$ cat src/rtl/mem_ctrl_if.sv
// mem_ctrl_if: fetch/load-store request ports and the byte-wide RAM port of
// the shared memory sequencer. The master side is the requester/RAM owner,
// the slave side is mem_ctrl itself.
interface mem_ctrl_if #(
  parameter int ADDR_W = 32
);
  logic              if_req;
  logic [ADDR_W-1:0] if_addr;
  logic              if_done;
  logic [31:0]       if_data;
  logic [4:0]        mem_e;
  logic [ADDR_W-1:0] mem_addr;
  logic [31:0]       mem_wdata;
  logic              mem_done;
  logic [31:0]       mem_rdata;
  logic              flush;
  logic [ADDR_W-1:0] ram_a;
  logic              ram_wr;
  logic [7:0]        ram_dout;
  logic [7:0]        ram_din;
  logic              busy;

  modport master (
    output if_req, if_addr, mem_e, mem_addr, mem_wdata, flush, ram_din,
    input  if_done, if_data, mem_done, mem_rdata, ram_a, ram_wr, ram_dout, busy
  );

  modport slave (
    input  if_req, if_addr, mem_e, mem_addr, mem_wdata, flush, ram_din,
    output if_done, if_data, mem_done, mem_rdata, ram_a, ram_wr, ram_dout, busy
  );
endinterface

$ cat src/rtl/mem_ctrl.sv
// mem_ctrl: arbiter and byte sequencer for the single byte-wide synchronous
// RAM port shared by instruction fetch and the memory stage. Each request is
// split into one RAM cycle per byte; reads are assembled little-endian and
// loads are sign- or zero-extended. The memory stage wins arbitration and a
// granted transaction always runs to completion, except that flush abandons
// a fetch.
module mem_ctrl #(
  parameter int ADDR_W   = 32,
  parameter int IF_BYTES = 4
) (
  input logic       clk,
  input logic       rst,
  mem_ctrl_if.slave bus
);

  typedef enum logic [2:0] {IDLE, RD, RD_LAST, WR, DONE} state_t;

  localparam logic [1:0] IF_LAST = (IF_BYTES == 1) ? 2'd0 :
                                   (IF_BYTES == 2) ? 2'd1 : 2'd3;

  state_t            state;
  logic              owner_mem;
  logic [ADDR_W-1:0] addr_q;
  logic [1:0]        last_q;
  logic [1:0]        cnt;
  logic              sgn_q;
  logic [31:0]       wdata_q;
  logic [31:0]       asm_q;
  logic [ADDR_W-1:0] ram_a_q;
  logic              ram_wr_q;
  logic [7:0]        ram_dout_q;
  logic              if_done_q;
  logic              mem_done_q;
  logic [31:0]       if_data_q;
  logic [31:0]       if_data_old;
  logic [31:0]       mem_rdata_q;

  logic              mem_en;
  logic              mem_wr;
  logic              mem_sgn;
  logic [1:0]        mem_last;
  logic [1:0]        cnt_next;
  logic [1:0]        cnt_prev;
  logic              flush_if;
  logic [31:0]       word_full;
  logic [31:0]       load_ext;

  // Decode {en, len, wr, sgn} into index of the last byte, plus byte-counter helpers.
  always_comb begin
    mem_en  = bus.mem_e[4];
    mem_wr  = bus.mem_e[1];
    mem_sgn = bus.mem_e[0];
    case (bus.mem_e[3:2])
      2'd0:    mem_last = 2'd0;
      2'd1:    mem_last = 2'd1;
      default: mem_last = 2'd3;
    endcase
    cnt_next = cnt + 2'd1;
    cnt_prev = cnt - 2'd1;
    flush_if = bus.flush & ~owner_mem;
  end

  // Merge the final byte arriving from RAM into the word and extend loads.
  always_comb begin
    word_full = asm_q;
    word_full[{last_q, 3'b000} +: 8] = bus.ram_din;
    case (last_q)
      2'd0:    load_ext = {{24{sgn_q & word_full[7]}}, word_full[7:0]};
      2'd1:    load_ext = {{16{sgn_q & word_full[15]}}, word_full[15:0]};
      default: load_ext = word_full;
    endcase
  end

  // Sequencer FSM: grant, issue one RAM byte per cycle, then a one-cycle done.
  always_ff @(posedge clk or negedge rst) begin
    if (!rst) begin
      state       <= IDLE;
      owner_mem   <= 1'b0;
      addr_q      <= '0;
      last_q      <= 2'd0;
      cnt         <= 2'd0;
      sgn_q       <= 1'b0;
      wdata_q     <= '0;
      asm_q       <= '0;
      ram_a_q     <= '0;
      ram_wr_q    <= 1'b0;
      ram_dout_q  <= 8'h00;
      if_done_q   <= 1'b0;
      mem_done_q  <= 1'b0;
      if_data_q   <= '0;
      if_data_old <= '0;
      mem_rdata_q <= '0;
    end else begin
      case (state)
        IDLE: begin
          cnt   <= 2'd0;
          asm_q <= '0;
          if (mem_en) begin
            owner_mem  <= 1'b1;
            addr_q     <= bus.mem_addr;
            last_q     <= mem_last;
            sgn_q      <= mem_sgn & ~mem_wr;
            wdata_q    <= bus.mem_wdata;
            ram_a_q    <= bus.mem_addr;
            ram_wr_q   <= mem_wr;
            ram_dout_q <= mem_wr ? bus.mem_wdata[7:0] : 8'h00;
            state      <= mem_wr ? WR : RD;
          end else if (bus.if_req && !bus.flush) begin
            owner_mem  <= 1'b0;
            addr_q     <= bus.if_addr;
            last_q     <= IF_LAST;
            sgn_q      <= 1'b0;
            wdata_q    <= '0;
            ram_a_q    <= bus.if_addr;
            ram_wr_q   <= 1'b0;
            ram_dout_q <= 8'h00;
            state      <= RD;
          end
        end
        RD: begin
          if (flush_if) begin
            state   <= IDLE;
            ram_a_q <= '0;
            cnt     <= 2'd0;
          end else begin
            if (cnt != 2'd0) begin
              asm_q[{cnt_prev, 3'b000} +: 8] <= bus.ram_din;
            end
            if (cnt == last_q) begin
              state   <= RD_LAST;
              ram_a_q <= '0;
            end else begin
              cnt     <= cnt_next;
              ram_a_q <= addr_q + ADDR_W'(cnt_next);
            end
          end
        end
        RD_LAST: begin
          if (flush_if) begin
            state <= IDLE;
          end else begin
            asm_q <= word_full;
            state <= DONE;
            if (owner_mem) begin
              mem_done_q  <= 1'b1;
              mem_rdata_q <= load_ext;
            end else begin
              if_done_q   <= 1'b1;
              if_data_old <= if_data_q;
              if_data_q   <= word_full;
            end
          end
        end
        WR: begin
          if (cnt == last_q) begin
            state       <= DONE;
            ram_a_q     <= '0;
            ram_wr_q    <= 1'b0;
            ram_dout_q  <= 8'h00;
            mem_done_q  <= 1'b1;
            mem_rdata_q <= '0;
          end else begin
            cnt        <= cnt_next;
            ram_a_q    <= addr_q + ADDR_W'(cnt_next);
            ram_dout_q <= wdata_q[{cnt_next, 3'b000} +: 8];
          end
        end
        DONE: begin
          state      <= IDLE;
          if_done_q  <= 1'b0;
          mem_done_q <= 1'b0;
          if (flush_if && if_done_q) begin
            if_data_q <= if_data_old;
          end
        end
        default: state <= IDLE;
      endcase
    end
  end

  assign bus.ram_a     = ram_a_q;
  assign bus.ram_wr    = ram_wr_q;
  assign bus.ram_dout  = ram_dout_q;
  assign bus.mem_done  = mem_done_q;
  assign bus.mem_rdata = mem_rdata_q;
  assign bus.if_done   = if_done_q & ~bus.flush;
  assign bus.if_data   = (if_done_q & bus.flush) ? if_data_old : if_data_q;
  assign bus.busy      = (state != IDLE);

endmodule

$ cat src/flat_wrapper.sv
// flat-port wrapper written by rule: the top's interface ports become plain ports
module mem_ctrl_flat 
#(
  parameter int ADDR_W   = 32,
  parameter int IF_BYTES = 4
)
  (clk, rst, bus_if_req, bus_if_addr, bus_mem_e, bus_mem_addr, bus_mem_wdata, bus_flush, bus_ram_din, bus_if_done, bus_if_data, bus_mem_done, bus_mem_rdata, bus_ram_a, bus_ram_wr, bus_ram_dout, bus_busy);
  mem_ctrl_if #(.ADDR_W(ADDR_W)) bus_i ();
  input logic clk;
  input logic rst;
  input wire logic [$bits(bus_i.if_req)-1:0] bus_if_req;
  input wire logic [$bits(bus_i.if_addr)-1:0] bus_if_addr;
  input wire logic [$bits(bus_i.mem_e)-1:0] bus_mem_e;
  input wire logic [$bits(bus_i.mem_addr)-1:0] bus_mem_addr;
  input wire logic [$bits(bus_i.mem_wdata)-1:0] bus_mem_wdata;
  input wire logic [$bits(bus_i.flush)-1:0] bus_flush;
  input wire logic [$bits(bus_i.ram_din)-1:0] bus_ram_din;
  output wire logic [$bits(bus_i.if_done)-1:0] bus_if_done;
  output wire logic [$bits(bus_i.if_data)-1:0] bus_if_data;
  output wire logic [$bits(bus_i.mem_done)-1:0] bus_mem_done;
  output wire logic [$bits(bus_i.mem_rdata)-1:0] bus_mem_rdata;
  output wire logic [$bits(bus_i.ram_a)-1:0] bus_ram_a;
  output wire logic [$bits(bus_i.ram_wr)-1:0] bus_ram_wr;
  output wire logic [$bits(bus_i.ram_dout)-1:0] bus_ram_dout;
  output wire logic [$bits(bus_i.busy)-1:0] bus_busy;
  assign bus_i.if_req = bus_if_req;
  assign bus_i.if_addr = bus_if_addr;
  assign bus_i.mem_e = bus_mem_e;
  assign bus_i.mem_addr = bus_mem_addr;
  assign bus_i.mem_wdata = bus_mem_wdata;
  assign bus_i.flush = bus_flush;
  assign bus_i.ram_din = bus_ram_din;
  assign bus_if_done = bus_i.if_done;
  assign bus_if_data = bus_i.if_data;
  assign bus_mem_done = bus_i.mem_done;
  assign bus_mem_rdata = bus_i.mem_rdata;
  assign bus_ram_a = bus_i.ram_a;
  assign bus_ram_wr = bus_i.ram_wr;
  assign bus_ram_dout = bus_i.ram_dout;
  assign bus_busy = bus_i.busy;
  mem_ctrl #(.ADDR_W(ADDR_W), .IF_BYTES(IF_BYTES)) u_core (.clk(clk), .rst(rst), .bus(bus_i));
endmodule
$ cat config.mk
export PLATFORM = sky130hd
export DESIGN_NAME = mem_ctrl_flat
export DESIGN_NICKNAME = d
export VERILOG_FILES = /design/src/rtl/mem_ctrl_if.sv /design/src/rtl/mem_ctrl.sv /design/src/flat_wrapper.sv
export SDC_FILE = /design/constraint.sdc
export NUM_CORES = 1
export LEC_CHECK = 0
export CAP_MARGIN = 10
export CORE_AREA = 5 5 183 185
export DETAILED_ROUTE_END_ITERATION = 6
export DIE_AREA = 0 0 188 190
export REMOVE_ABC_BUFFERS = 1
export SETUP_SLACK_MARGIN = 0.05
export SKIP_CTS_REPAIR_TIMING = 1
export SLEW_MARGIN = 25
export SYNTH_ARGS = -nofsm -noshare
export SYNTH_HDL_FRONTEND = slang
export SYNTH_SLANG_ARGS = --single-unit
$ cat constraint.sdc
create_clock -name clk -period 4.2 [get_ports clk]
set_input_delay 0.84 -clock clk [delete_from_list [all_inputs] [get_ports clk]]
set_output_delay 0.84 -clock clk [all_outputs]
set_load 0.05 [all_outputs]
==> results of run 1 <==
[synth_stat cells, drive strengths merged, types with 3 or more instances]
cell and number:
a21o 21, a21oi 37, a22o 88, a22oi 8
a31oi 34, and2 4, and2b 3, and3 6
and4 5, buf 49, clkbuf 24, dfrtp 244
ha 12, inv 18, mux2 105, mux2i 31
mux4 8, nand2 85, nand3 16, nand4 10
nor2 62, nor2b 43, nor3 8, nor4 5
o21a 10, o21ai 83, o221ai 10, o2bb2ai 32
xnor2 11, xor2 19
[flip-flops by register name, summed over array words and instances, names as in the netlist, 2 cells and up]
signal                cells
u_core.addr_q            32
u_core.asm_q             32
u_core.bus.mem_rdata     32
u_core.bus.ram_a         32
u_core.bus.ram_dout       8
u_core.cnt                2
u_core.if_data_old       32
u_core.if_data_q         32
u_core.last_q             2
u_core.state              3
u_core.wdata_q           32
[worst max path at each step]
stage | slack, ps | end | cells past startpoint | from
3_5_place_dp | 740 | bus_if_data[9] | 5 | bus_flush
6_report | 730 | bus_busy | 3 | u_core.state[0]
2_1_floorplan | -40 | u_core.if_data_q[31] | 3 | u_core.state[0]
5_1_grt | 590 | bus_busy | 3 | u_core.state[0]
3_3_place_gp | 790 | bus_if_data[9] | 5 | bus_flush
4_1_cts | 680 | bus_busy | 3 | u_core.state[0]
[through the flow]
stage	cell area [um2]	util	cells	setup WS, ps
floorplan	12000	-	1033	-39.6
global placement	15000	0.469	1683	793
detailed placement	15000	0.469	1683	736
CTS	16000	0.501	1733	684
global route	16000	0.501	1733	588
finish	16000	0.501	1733	730
[worst max-delay path, delay by kind of cell (launching register included)]
| kind | cells | cell delay [ps] |
|---|---|---|
| and+or+nand+nor | 1 | 200 |
| DFF | 1 | 870 |
| buffers and inverters | 2 | 1010 |
[layer usage]
| layer | vias up | wire length (um) |
|---|---|---|
| li1 | 4461 | - |
| met1 | 4577 | 15700 |
| met2 | 265 | 15700 |
| met3 | 42 | 2140 |
| met4 | 4 | 512 |
| met5 | - | 34 |
[layout make-up]
class,count,area (um2),share of cell area
sequential,244,6110,0.382
multi-input combinational,771,5880,0.368
timing repair buffer,242,2400,0.150
clock buffer,36,812,0.0508
tap,408,510,0.0320
clock inverter,14,204,0.0128
inverter,18,67.6,0.00423
[where the power goes]
group | internal [W] | total [W] | leakage [nW] | switching (W)
combinational | 0.00239 | 0.00632 | 3.42 | 0.00393
sequential | 0.00327 | 0.00402 | 3.17 | 0.000758
clock | 0.00166 | 0.00266 | 0.506 | 0.000993
total | 0.00732 | 0.0130 | 7.10 | 0.00568
[logic make-up (layout without fill, tap and decap cells)]
group / after synthesis / after routing / synth area share
buffers and inverters: 91 / 310 / 0.0371
AOI/OAI and AO/OA: 333 / 333 / 0.195
muxes: 144 / 144 / 0.136
and+or+nand+nor: 251 / 251 / 0.105
xor gates and xnor gates: 30 / 30 / 0.0212
DFF: 244 / 244 / 0.492
adders and majority gates: 13 / 13 / 0.0137
==> results.sh, run 1 <==
export IMPL_synth_async_reset_ratio=1.00
export IMPL_mostFrequentLayoutCell="dfrtp_1"
export IMPL_drt_iter0_markers=337
export IMPL_firstDrtPassIters=5
export IMPL_io_buffers=220
export IMPL_finalSetupViolations=0
export IMPL_ys_seq_elements=244
export IMPL_area_growth_pct=28.6
export IMPL_clkSinkCount=244
export IMPL_synth_cell_types=63
export IMPL_cts_root_buffer="clkbuf_16"
export IMPL_insertion_delay_ps=540
export IMPL_outcome="finished clean"
export IMPL_crit_type="reg -> out"
export IMPL_diodes=0
export IMPL_worst_pin_slew_ps=953
export IMPL_reg2reg_setup_slack_ps=940
export IMPL_total_power_w=0.0130
export IMPL_hold_slack_ps=306
export IMPL_ant_nets=0
export IMPL_yosysTopAreaCell="dfrtp_1"
export IMPL_finalWirelength_mm=34.1
export IMPL_cts_clk_slew_worst_paths_ps=60
export IMPL_final_cell_mix="dfrtp_1, clkdlybuf4s50_1, mux2_2"
export IMPL_syn_area_um2=12400
export IMPL_maxSlewViolCount=0
export IMPL_fp_dieW_um=188
export IMPL_filler_cell_count=2932
export IMPL_io_pins=221
export IMPL_yosys_top_cells_area="dfrtp_1, mux2_2, a22o_1, o21ai_0, nand2_1"
export IMPL_die_area_um2=35700
export IMPL_cp_slowest_stage_delay_ps=890
export IMPL_synthFlopType="dfrtp_1"
export IMPL_synth_edf_count=0
export IMPL_post_drt_wl_per_cell_um=19.7
export IMPL_drv_cap=0
export IMPL_cp_arrival_ps=2630
export IMPL_grt_pass1_vias=9962
export IMPL_layout_drive_gt1_share=0.192
export IMPL_initial_core_util=0.390
export IMPL_startpoint_type="flop"
export IMPL_grt_use_met3=0.0450
export IMPL_cpMaxStageDelayCell="clkdlybuf4s50_1"
export IMPL_path_cells="nor3_2 > inv_1 > clkdlybuf4s50_1"
export IMPL_die_y_um=190
export IMPL_syn_inst=1106
export IMPL_fin_crit_ps=3470
export IMPL_rsz0062_at_grt="false"
export IMPL_cts_tree="built"
export IMPL_rows=66
export IMPL_place_hpwl_mm=23.7
export IMPL_grt_ovfl_total=0
export IMPL_final_nets=1431
export IMPL_grtUsageMet1=0.267
export IMPL_clockBufferDepth=3
export IMPL_vias=9349
export IMPL_ys_seq_area_frac=0.492
export IMPL_cp_required_ps=3360
export IMPL_finalHoldViolCount=0
export IMPL_period_share=0.826
export IMPL_worst_r2r_cell_count=10
export IMPL_peakVddDrop_uv=447
export IMPL_antenna_found_initial=2
export IMPL_skew_ps=21.1
export IMPL_tns_ps=0
export IMPL_drc=0
export IMPL_worstReg2RegStart="u_core.cnt[1]"
export IMPL_power_leakage_nw=7.10
export IMPL_cp_end_kind="primary output"
export IMPL_max_slew_margin_rel=0.365
export IMPL_powerDensity_nw_per_um2=814
export IMPL_worstPathMaxFanout=19
export IMPL_htreeDepth=1
export IMPL_gp_congestion=0.769
export IMPL_netlist_area_leader_share=0.492
export IMPL_cts_buffers=28
export IMPL_grt_max_degree=94
export IMPL_viasPerCell=5.39
export IMPL_fmax_mhz=288
export IMPL_hold_class="in -> async"
export IMPL_coreArea_um2=31900
export IMPL_grt_pass1_wl_mm=56.1
export IMPL_use_met2=0.307
export IMPL_regToRegEndpoint="u_core.bus.ram_a[16]"
export IMPL_ys_warn_count=0
export IMPL_syn_area_per_cell_um2=11.2
export IMPL_grt_busiest_layer="met2"
export IMPL_gr_usage_all_layers=0.191
No activity file was read; power rests on OpenSTA's default activity.
==> run 2: changes to the inputs <==
--- a/config.mk
+++ b/config.mk
@@ -9,6 +9,7 @@
 export CORE_AREA = 5 5 183 185
 export DETAILED_ROUTE_END_ITERATION = 6
 export DIE_AREA = 0 0 188 190
+export PLACE_DENSITY = 0.65
 export REMOVE_ABC_BUFFERS = 1
 export SETUP_SLACK_MARGIN = 0.05
 export SKIP_CTS_REPAIR_TIMING = 1
==> constraint.sdc (replaced) <==
create_clock -name clk -period 2.85 [get_ports clk]
set_input_delay 0.57 -clock clk [delete_from_list [all_inputs] [get_ports clk]]
set_output_delay 0.57 -clock clk [all_outputs]
set_load 0.05 [all_outputs]
==> run 2 against run 1 <==
Combinational power up 61%. Clock power increased by 42%. Sequential power grew 46%. Critical path depth up 6. Global-route usage is essentially flat. Power is 53% higher. Die area stayed put. Routed wire length is 0.31% higher. Critical path type is now reg -> reg. Via count up 2.0%. Largest cell class unchanged. First-iteration DRC count increased by 51%. Worst hold slack got worse by 290 ps.
==> results.sh, run 2 (synthesis results as in run 1) <==
export IMPL_mostFrequentLayoutCell="dfrtp_1"
export IMPL_cts_buffers=28
export IMPL_p_clk_frac=0.190
export IMPL_maxSlewViolCount=0
export IMPL_drv_cap=0
export IMPL_pwr_share_comb=0.516
export IMPL_crit_type="reg -> reg"
export IMPL_dp_slack_ps=217
export IMPL_layout_cells_non_filler=1761
export IMPL_switching_share=0.429
export IMPL_worstPathMaxFanout=9
export IMPL_area_growth_pct=33.6
export IMPL_io_pins=221
export IMPL_layout_drive_gt1_share=0.207
export IMPL_powerDensity_nw_per_um2=1200
export IMPL_cts_clk_slew_worst_paths_ps=60
export IMPL_hold_class="in -> async"
export IMPL_die_area_um2=35700
export IMPL_filler_cell_count=2817
export IMPL_cp_slowest_stage_delay_ps=440
export IMPL_firstDrtPassIters=5
export IMPL_worst_pin_slew_ps=873
export IMPL_grtUsageMet1=0.253
export IMPL_finalHoldViolCount=0
export IMPL_fin_crit_ps=2560
export IMPL_vias=9539
export IMPL_finalSetupViolations=0
export IMPL_cp_required_ps=3260
export IMPL_grt_pass1_vias=10000
export IMPL_cpMostUsedCell="ha_1"
export IMPL_peakVddDrop_uv=637
export IMPL_gr_usage_all_layers=0.191
export IMPL_setup_ws_ps=288
export IMPL_initial_core_util=0.390
export IMPL_rsz0062_at_grt="false"
export IMPL_post_drt_wl_per_cell_um=19.4
export IMPL_outcome="finished clean"
export IMPL_grt_busiest_layer="met2"
export IMPL_grt_max_degree=72
export IMPL_diodes=0
export IMPL_clockBufferDepth=3
export IMPL_grt_use_met3=0.0499
export IMPL_cp_end_kind="flop"
export IMPL_grt_ovfl_total=0
export IMPL_finalWirelength_mm=34.2
export IMPL_cts_root_buffer="clkbuf_16"
export IMPL_ant_nets=0
export IMPL_io_buffers=220
export IMPL_seq_power_share=0.295
export IMPL_skew_ps=8.81
export IMPL_path_cells="inv_1 > ha_1 > buf_4 > ha_1 > a21oi_1 > nor4_2 > nand4_1 > xnor2_1 > a221o_1"
export IMPL_p_switching_w=0.00853
export IMPL_grt_pass1_wl_mm=56.1
export IMPL_dp_cells=1708
export IMPL_cp_arrival_ps=2970
export IMPL_viasPerCell=5.42
export IMPL_total_power_w=0.0199
export IMPL_drc=0
export IMPL_cpMaxStageDelayCell="dfrtp_2"
export IMPL_max_slew_margin_rel=0.416
export IMPL_final_cell_mix="dfrtp_1, clkdlybuf4s50_1, mux2_2"
export IMPL_coreArea_um2=31900
export IMPL_fp_dieW_um=188
export IMPL_cts_tree="built"
export IMPL_final_nets=1457
export IMPL_fmax_mhz=390
export IMPL_clkSinkCount=244
export IMPL_multi_input_area_um2=5880
export IMPL_gp_congestion=0.812
export IMPL_startpoint_type="flop"
export IMPL_regArea_um2=6110
export IMPL_use_met2=0.315
export IMPL_htreeDepth=1
export IMPL_rows=66
export IMPL_die_y_um=190
export IMPL_power_leakage_nw=7.34
export IMPL_place_hpwl_mm=23.8
export IMPL_period_share=0.899
export IMPL_insertion_delay_ps=530
export IMPL_intPower_w=0.0113
export IMPL_antenna_found_initial=1
export IMPL_drt_iter0_markers=510
-- run 2: cell count changes in the layout (fill, tap and decap cells not counted), moves of 2 or more --
cell,change
clkdlybuf4s50_1,-2
clkbuf_1,+6
buf_4,-10
buf_12,+37
-- run 2: path summary, 6_finish.rpt --
path	slack (ps)	end	startpoint	cells past startpoint
setup / recovery	290	u_core.bus.ram_a[31]	u_core.cnt[1]	9
hold / removal	10	u_core.bus.mem_rdata[17]	rst	1
setup reg to reg	290	u_core.bus.ram_a[31]	u_core.cnt[1]	9
hold reg to reg	490	u_core.asm_q[17]	u_core.asm_q[17]	1
max in group asynchronous	2060	u_core.cnt[1]	rst	2
min in group clk	490	u_core.asm_q[17]	u_core.asm_q[17]	1
-- run 2: power by group through the flow --
stage | clock network [W] | registers [W] | logic (W)
2_1_floorplan | 0 | 0.00718 | 0.00485
3_3_place_gp | 0 | 0.00583 | 0.0102
3_5_place_dp | 0 | 0.00588 | 0.0103
4_1_cts | 0.00386 | 0.00585 | 0.0103
5_1_grt | 0.00402 | 0.00604 | 0.0110
6_report | 0.00377 | 0.00586 | 0.0102
-- run 2: layer usage --
metal  share of wire  vias up
met5         0.00035        -
met4           0.019        2
met3           0.070       41
met2            0.47      271
met1            0.44     4712
li1                -     4513
-- run 2: cell type report --
class / count / area share
Clock buffer: 41 / 0.0494
Inverter: 18 / 0.00407
Multi-Input combinational cell: 771 / 0.354
Clock inverter: 11 / 0.00950
Sequential cell: 244 / 0.368
Tap cell: 408 / 0.0308
Timing Repair Buffer: 268 / 0.184
-- run 2: metrics by stage --
stage / hold slack (ps) / utilization / area (um2) / setup TNS (ps)
finish: 11.7 / 0.521 / 16600 / 0
detailed placement: 477 / 0.490 / 15600 / 0
global route: 42.8 / 0.521 / 16600 / 0
floorplan: 274 / - / 12000 / -68050
global placement: 469 / 0.490 / 15600 / 0
CTS: 9.13 / 0.520 / 16600 / 0
-- run 2: critical path, delay by kind of cell, from the launching register on --
family | cells | cell delay, ps
AND/OR/NAND/NOR | 2 | 590
buffers and inverters | 2 | 310
adder cells (fa/ha/maj) | 2 | 540
flip-flops | 1 | 440
AO/OA/AOI/OAI | 2 | 410
XOR/XNOR | 1 | 150
